File: config.mk
export PLATFORM = sky130hd
export DESIGN_NAME = soc_clk_ctrl
export DESIGN_NICKNAME = d
export VERILOG_FILES = /design/src/rtl/soc_clk_ctrl.sv
export SDC_FILE = /design/constraint.sdc
export NUM_CORES = 1
export LEC_CHECK = 0
export BUFFER_PORTS_ARGS = -buffer_cell sky130_fd_sc_hd__buf_2
export CAP_MARGIN = 20
export CORE_MARGIN = 3
export CORE_UTILIZATION = 50
export CTS_CLUSTER_SIZE = 10
export DETAILED_ROUTE_END_ITERATION = 8
export PLACE_DENSITY = 0.75
export SYNTH_ARGS = -nofsm -noshare
export SYNTH_HDL_FRONTEND = slang
export SYNTH_SLANG_ARGS = --single-unit
File: constraint.sdc
create_clock -name clk -period 4.3 [get_ports clk]
set_input_delay 0 -clock clk [delete_from_list [all_inputs] [get_ports clk]]
set_output_delay 0 -clock clk [all_outputs]
set_load 0.01 [all_outputs]
File: src/rtl/soc_clk_ctrl.sv
// Clock-enable and run-control for the SoC: periodic channel strobes plus a core enable
// whose cadence is chosen by synchronised mode switches and a debounced step button.
module soc_clk_ctrl #(
    parameter int unsigned                    NUM_CH   = 3,
    parameter int unsigned                    DIV_W    = 32,
    parameter logic [NUM_CH*DIV_W-1:0]        DIV_LIST = {32'd90000, 32'd450, 32'd45},
    parameter logic [DIV_W-1:0]               FAST_DIV = 450,
    parameter logic [DIV_W-1:0]               SLOW_DIV = 90000000,
    parameter logic [DIV_W-1:0]               DEB_CYC  = 4500000
) (
    input  logic              clk,
    input  logic              rstn,
    input  logic [1:0]        mode_sw,
    input  logic              step_btn,
    output logic [NUM_CH-1:0] ce,
    output logic              core_ce,
    output logic [1:0]        mode,
    output logic [31:0]       ce_count
);

    typedef enum logic [1:0] {
        RUN_FAST = 2'b00,
        RUN_SLOW = 2'b01,
        STEP     = 2'b10,
        HALT     = 2'b11
    } mode_e;

    // Terminal count index; divisors of 0 or 1 collapse to "fire every cycle".
    function automatic logic [DIV_W-1:0] last_idx(input logic [DIV_W-1:0] d);
        return (d > 1) ? d - DIV_W'(1) : '0;
    endfunction

    localparam logic [DIV_W-1:0] FAST_LAST = last_idx(FAST_DIV);
    localparam logic [DIV_W-1:0] SLOW_LAST = last_idx(SLOW_DIV);
    localparam logic [DIV_W-1:0] DEB_LAST  = last_idx(DEB_CYC);

    for (genvar gi = 0; gi < NUM_CH; gi++) begin : g_ch
        localparam logic [DIV_W-1:0] LAST = last_idx(DIV_LIST[gi*DIV_W +: DIV_W]);
        logic [DIV_W-1:0] cnt;
        logic             ce_q;

        always_ff @(posedge clk or negedge rstn) begin
            if (!rstn) begin
                cnt  <= '0;
                ce_q <= 1'b0;
            end else if (cnt >= LAST) begin
                cnt  <= '0;
                ce_q <= 1'b1;
            end else begin
                cnt  <= cnt + DIV_W'(1);
                ce_q <= 1'b0;
            end
        end

        assign ce[gi] = ce_q;
    end

    logic [1:0]       mode_sw_p0;
    logic             btn_p0, btn_p1;
    logic             stable, stable_p1;
    logic [DIV_W-1:0] deb_cnt;
    logic [DIV_W-1:0] core_cnt;
    logic             mode_chg, core_tc, step_fire, core_fire, running;

    assign mode_chg  = (mode_sw_p0 != mode);
    assign running   = (mode == RUN_FAST) || (mode == RUN_SLOW);
    assign step_fire = (mode == STEP) && stable && !stable_p1;
    // A pending mode change suppresses any strobe due in the same cycle.
    assign core_fire = !mode_chg && (core_tc || step_fire);

    always_comb begin
        core_tc = 1'b0;
        case (mode)
            RUN_FAST: core_tc = (core_cnt >= FAST_LAST);
            RUN_SLOW: core_tc = (core_cnt >= SLOW_LAST);
            default:  core_tc = 1'b0;
        endcase
    end

    // Stage p0 -> p1: two-flop synchronisers; mode is the second stage of mode_sw.
    always_ff @(posedge clk or negedge rstn) begin
        if (!rstn) begin
            mode_sw_p0 <= 2'b00;
            mode       <= HALT;
            btn_p0     <= 1'b0;
            btn_p1     <= 1'b0;
        end else begin
            mode_sw_p0 <= mode_sw;
            mode       <= mode_sw_p0;
            btn_p0     <= step_btn;
            btn_p1     <= btn_p0;
        end
    end

    always_ff @(posedge clk or negedge rstn) begin
        if (!rstn) begin
            deb_cnt   <= '0;
            stable    <= 1'b0;
            stable_p1 <= 1'b0;
        end else begin
            stable_p1 <= stable;
            if (btn_p1 == stable) begin
                deb_cnt <= '0;
            end else if (deb_cnt >= DEB_LAST) begin
                deb_cnt <= '0;
                stable  <= ~stable;
            end else begin
                deb_cnt <= deb_cnt + DIV_W'(1);
            end
        end
    end

    // ce_count is written only on a strobe so it holds its value otherwise.
    always_ff @(posedge clk or negedge rstn) begin
        if (!rstn) begin
            core_cnt <= '0;
            core_ce  <= 1'b0;
            ce_count <= '0;
        end else begin
            core_ce <= core_fire;
            if (core_fire)
                ce_count <= ce_count + 32'd1;
            if (mode_chg || core_tc || !running)
                core_cnt <= '0;
            else
                core_cnt <= core_cnt + DIV_W'(1);
        end
    end

endmodule

# ---- Word-level counts from Yosys, hierarchy flattened
# Cells that the tools add are included.
dict set report classes {
  bitwise 2
  mux 10
  add_sub_neg 6
  n_eq_ne 4
  magnitude_cmp 6
  n_reduce_logical 12
}
# operator n
set ops {}
lappend ops {{adder 32 x 1 -> 32 bit, second input constant} 6}
lappend ops {{2-to-1 mux 32 bit} 6}
lappend ops {{>= comparator 32 x 9 -> 1 bit, second input constant} 2}
lappend ops {{>= comparator 32 x 17 -> 1 bit, second input constant} 1}
lappend ops {{>= comparator 32 x 23 -> 1 bit, second input constant} 1}
lappend ops {{>= comparator 32 x 27 -> 1 bit, second input constant} 1}
lappend ops {{>= comparator 32 x 6 -> 1 bit, second input constant} 1}
lappend ops {{logical OR 1 bit} 4}
lappend ops {{logical AND 1 bit} 3}
lappend ops {{logical NOT 1 bit} 3}
lappend ops {{2-to-1 mux 1 bit} 3}
lappend ops {{== test 2 x 1 -> 1 bit, second input constant} 1}
lappend ops {{== test 2 bit, second input constant} 1}
lappend ops {{logical NOT 2 bit} 1}
lappend ops {{!= test 2 bit} 1}
lappend ops {{inverter 1 bit} 2}
lappend ops {{one-hot mux 1 bit (2 select lines)} 1}
lappend ops {{AND reduction 2 bit} 1}
lappend ops {{== test 1 bit} 1}
dict set report word_totals {
  output_inout_bits 38
  register_bits 204
  inputBits 5
  elab_cells 56
}

# ---- Logic depth before layout (Yosys ltp)
dict set report logic_depth {
  ltp_word 5
  mapped_depth 9
  mapped_depth_nobuf 8
}

# ---- Worst setup path after synthesis
# Ideal clock, no wire load.
dict set report synth_timing {
  path_type {reg2reg}
  start {reg core_cnt[0]}
  end {reg ce_count[1]}
  setup_slack_ps 2248
  t_required_ps 4175
  path_stages_with_launch 8
  setup_time_ps 125
  n_path_buf 0
  synth_period_minus_slack_ps 2052
  arrival_time_ps 1927
  path_cell_list {dfrtp_1 -> ha_1 -> and3_1 -> a41oi_1 -> o211ai_1 -> and4b_4 -> nor2_1 -> mux2_2}
}
dict set report synth_between {
  elab_chain_len 4
  word_cells_on_any_way 5
  classes_between {2 x order compare; 1 x mux; 2 x reduce/logical}
}
# element line_no
set synth_rtl {}
lappend synth_rtl {{start: declaration} 62} ;# logic [DIV_W-1:0] core_cnt;
lappend synth_rtl {{start signal: assignment} 126} ;# core_cnt <= core_cnt + DIV_W'(1);
lappend synth_rtl {{>= comparator 32 x 27 -> 1 bit or >= comparator 32 x 9 -> 1 bit (tied branches)} {75, 74}}
lappend synth_rtl {{one-hot mux 1 bit (2 select lines) *} 73} ;# case (mode)
lappend synth_rtl {{logical OR 1 bit *} 69} ;# assign core_fire = !mode_chg && (core_tc || step_fire);
lappend synth_rtl {{logical AND 1 bit *} 69}
lappend synth_rtl {{end signal: assignment} 122} ;# ce_count <= ce_count + 32'd1;
lappend synth_rtl {{end: declaration} 18} ;# output logic [31:0] ce_count
# Mark *: on every way between the ends. The rest lies on a longest branch, timed or not.
# A chain may end at the register's enable or synchronous reset.

# ---- Worst setup path after layout
# Same ends and word-level chain as after synthesis.

==> flow_summary.ini <==
[clock_network]
htreeDepth = 1
hold_buffers = 4
ctsResizeCount = 0
cts_buffers = 24
tritoncts = built
cts_root_buf = clkbuf_16
cts_setup_buffers = 0
clk_pin_slew_ns = 0.05
clock_latency_ns = 0.50
clock-sinks = 204
clockBufferDepth = 3

[routing]
drt_wl_total_mm = 13.59
via_count = 5301
ant_nets = 0
routedWlPerCell_um = 12.98
drtPass1Iterations = 5
detail_route.vias_per_cell = 5.063
drc_errors = 0
drt_iter0_drc = 319

[synth]
ys_top_cells_by_area = dfrtp_1 (61%), xnor2_1 (6.5%), nor2_1 (4.6%)
synth_edf_count = 0
synth-simple-area-share_pct = 18.01
yosysSeqAreaShare_pct = 61.95
ys_async_sr_fraction_pct = 100.0
synth_xor_area_share_pct = 11.05
ys_types = 51
synth_cells = 692
netlist_area_sq_mm = 0.008244
ys.flop_type = dfrtp_1
synth-adder-area-share_pct = 1.669
synth-compound-area-share_pct = 4.766
yosysTopAreaCellShare_pct = 61.31
muxShareOfSynthArea_pct = 0.2732
yosys.area.top_type = dfrtp_1
synth_top_family_by_area = simple AND/OR/NAND/NOR gates
ys_ff_latch = 204
yosys_warnings = 0
synth.avg_cell_area_sq_um = 11.91

[setup_path]
critPathLaunchType = flip-flop
arrival_ns = 2.88
worstSetupPathType = flip-flop to flip-flop
path_max_fanout = 31
cp-end-kind = flip-flop
startpoint = core_cnt[0]$_DFF_PN0_
cp_data_required_time_ns = 4.68
r2r_start = core_cnt[0]$_DFF_PN0_

[power]
p_leak_nw = 4.262
switching_power_mw = 0.8585
pwr_density_cell_mw_per_mm2 = 409.4
switching_share_pct = 21.75
internal_power_mw = 3.089
power_mw = 3.947
seq_power_share_pct = 51.5
ir_worst_vdd_uv = 284.8
power_frac_comb_pct = 4.6
p_clk_share_pct = 43.9

[timing]
slew_viol_final = 0
min_period_over_period_pct = 58.09
min_period_ns = 2.498
finalHoldViolCount = 0
worst_pin_slew_ns = 0.9966
setup_viol = 0
slew_headroom_pct = 33.56
rsz0062_at_grt = no
finalClockSkew_ns = 0.01044
max_freq_ghz = 0.4003
setup_tns_ns = 0
fin_worst_hold_slack_ns = 0.1498

[floorplan]
chipWidth_um = 134.4
rows = 46
start_util_pct = 51.52
dieArea_sq_mm = 0.01806
die_h_um = 134.4
io_pins = 43
core_area_sq_mm = 0.01600

[place]
dpl.hpwl_mm = 8.449
gp_congestion = 0.8208
placement.io_buffers = 42
post_dp_cell_area_sq_mm = 0.008947

[final_layout]
syn2layout_area_growth_pct = 16.95
layout.nets = 843
post-route-util_pct = 60.26
antennaDiodeCount = 0
finalInstanceArea_sq_mm = 0.009642
drive_gt1_share_pct = 10.35

[run_status]
status = completed

[worst_hold_path]
hp-start = mode_sw[1]
hp-class = primary input to flip-flop

[flow_run]
max_cap_viol_count = 0

[grt]
overflow = 0
grt_pass1_vias = 5110
grt_max_degree = 132
track_usage_pct = 15.69
antenna_found_initial = 0
grt_pass1_wl_mm = 23.83
## routing by layer
metal	wire (um)	up-vias	track usage (%)
li1	-	2590	-
met1	6252	2593	22.23
met2	6370	84	24.86
met3	606	34	3.076
met4	363	0	4.751
met5	0	-	0
## power groups by stage
stage	Clock, mW	Combinational [mW]	Sequential [mW]
2_1_floorplan	0	0.0836	2.07
3_5_place_dp	0	0.180	2.07
3_3_place_gp	0	0.176	2.06
4_1_cts	1.78	0.184	2.03
5_1_grt	1.87	0.204	2.04
6_report	1.73	0.180	2.03
## sequential cells by signal, summed over array words and instances (netlist names), 2 cells and up
name and count:
mode_sw_p0 2, core_cnt 32, ce_count 32, g_ch.ce_q 3, mode 2, deb_cnt 32, g_ch.cnt 96
## final timing paths
check	to	slack, ns	cells after the start
max	ce_count[1]$_DFFE_PN0P_	1.80	7
min in group asynchronous	g_ch[2].cnt[11]$_DFF_PN0_	0.22	2
min reg2reg	btn_p1$_DFF_PN0_	0.40	0
max reg2reg	ce_count[1]$_DFFE_PN0P_	1.80	7
min	mode_sw_p0[1]$_DFF_PN0_	0.15	2
max in group asynchronous	g_ch[1].cnt[12]$_DFF_PN0_	3.01	3
## cell type report
| cell class | count | area [sq um] |
|---|---|---|
| clock buffer | 30 | 654.4 |
| sequential | 204 | 5107 |
| timing repair buffer | 51 | 296.5 |
| fill | 1323 | 6359 |
| tap | 216 | 270.3 |
| multi-input combinational | 530 | 3253 |
| inverter | 16 | 60.06 |
## Yosys cell counts (3+ instances only)
cell type  number
a21oi_1         5
and2_1          5
and3_1         27
and4_1         21
buf_4           3
clkbuf_1        7
clkbuf_2        3
dfrtp_1       202
ha_1           11
inv_1          16
nand2_1        28
nand3_1        40
nand4_1        11
nor2_1        102
nor3_1          7
nor4_1         21
o2111ai_1      12
o211ai_1        8
o21ai_0        10
o21ai_1         5
or3_1           3
or4_1           4
xnor2_1        61
xor2_1         43
## cell usage in the layout (no fill, tap or decap), types with 7 or more instances in the layout
cell type  count
conb_1        78
nor4_1        21
and4_1        21
xnor2_1       61
nor2_1       102
nand2_1       28
nor3_1         7
nand3_1       40
and3_1        27
o2111ai_1     12
ha_1          11
xor2_1        43
inv_1         16
o21ai_0       10
o211ai_1       8
dfrtp_1      202
buf_2         41
nand4_1       11
clkbuf_16     25
## through the flow
stage	std cells	setup WS (ns)
2_1_floorplan	769	2.248
3_3_place_gp	1013	1.972
3_5_place_dp	1013	1.903
4_1_cts	1047	1.826
5_1_grt	1047	1.678
6_report	1047	1.802
## logic make-up (layout without fill, tap and decap cells)
| logic type | count (synthesis) | in the layout |
|---|---|---|
| and+or+nand+nor | 281 | 281 |
| DFF | 204 | 204 |
| xor gates and xnor gates | 104 | 104 |
| AOI/OAI and AO/OA | 54 | 54 |
| buffers and inverters | 35 | 97 |
| adders and majority gates | 11 | 11 |
| muxes | 2 | 2 |
| other | 1 | 78 |
## worst max-delay path: stages, from the launching register on
cell and delay [ns]:
dfrtp_1 0.46, ha_1 0.26, and3_1 0.23, a41oi_1 0.13, o211ai_1 0.29, and4b_4 0.54
nor2_1 0.16, mux2_2 0.29
No activity file was read; power rests on OpenSTA's default activity.
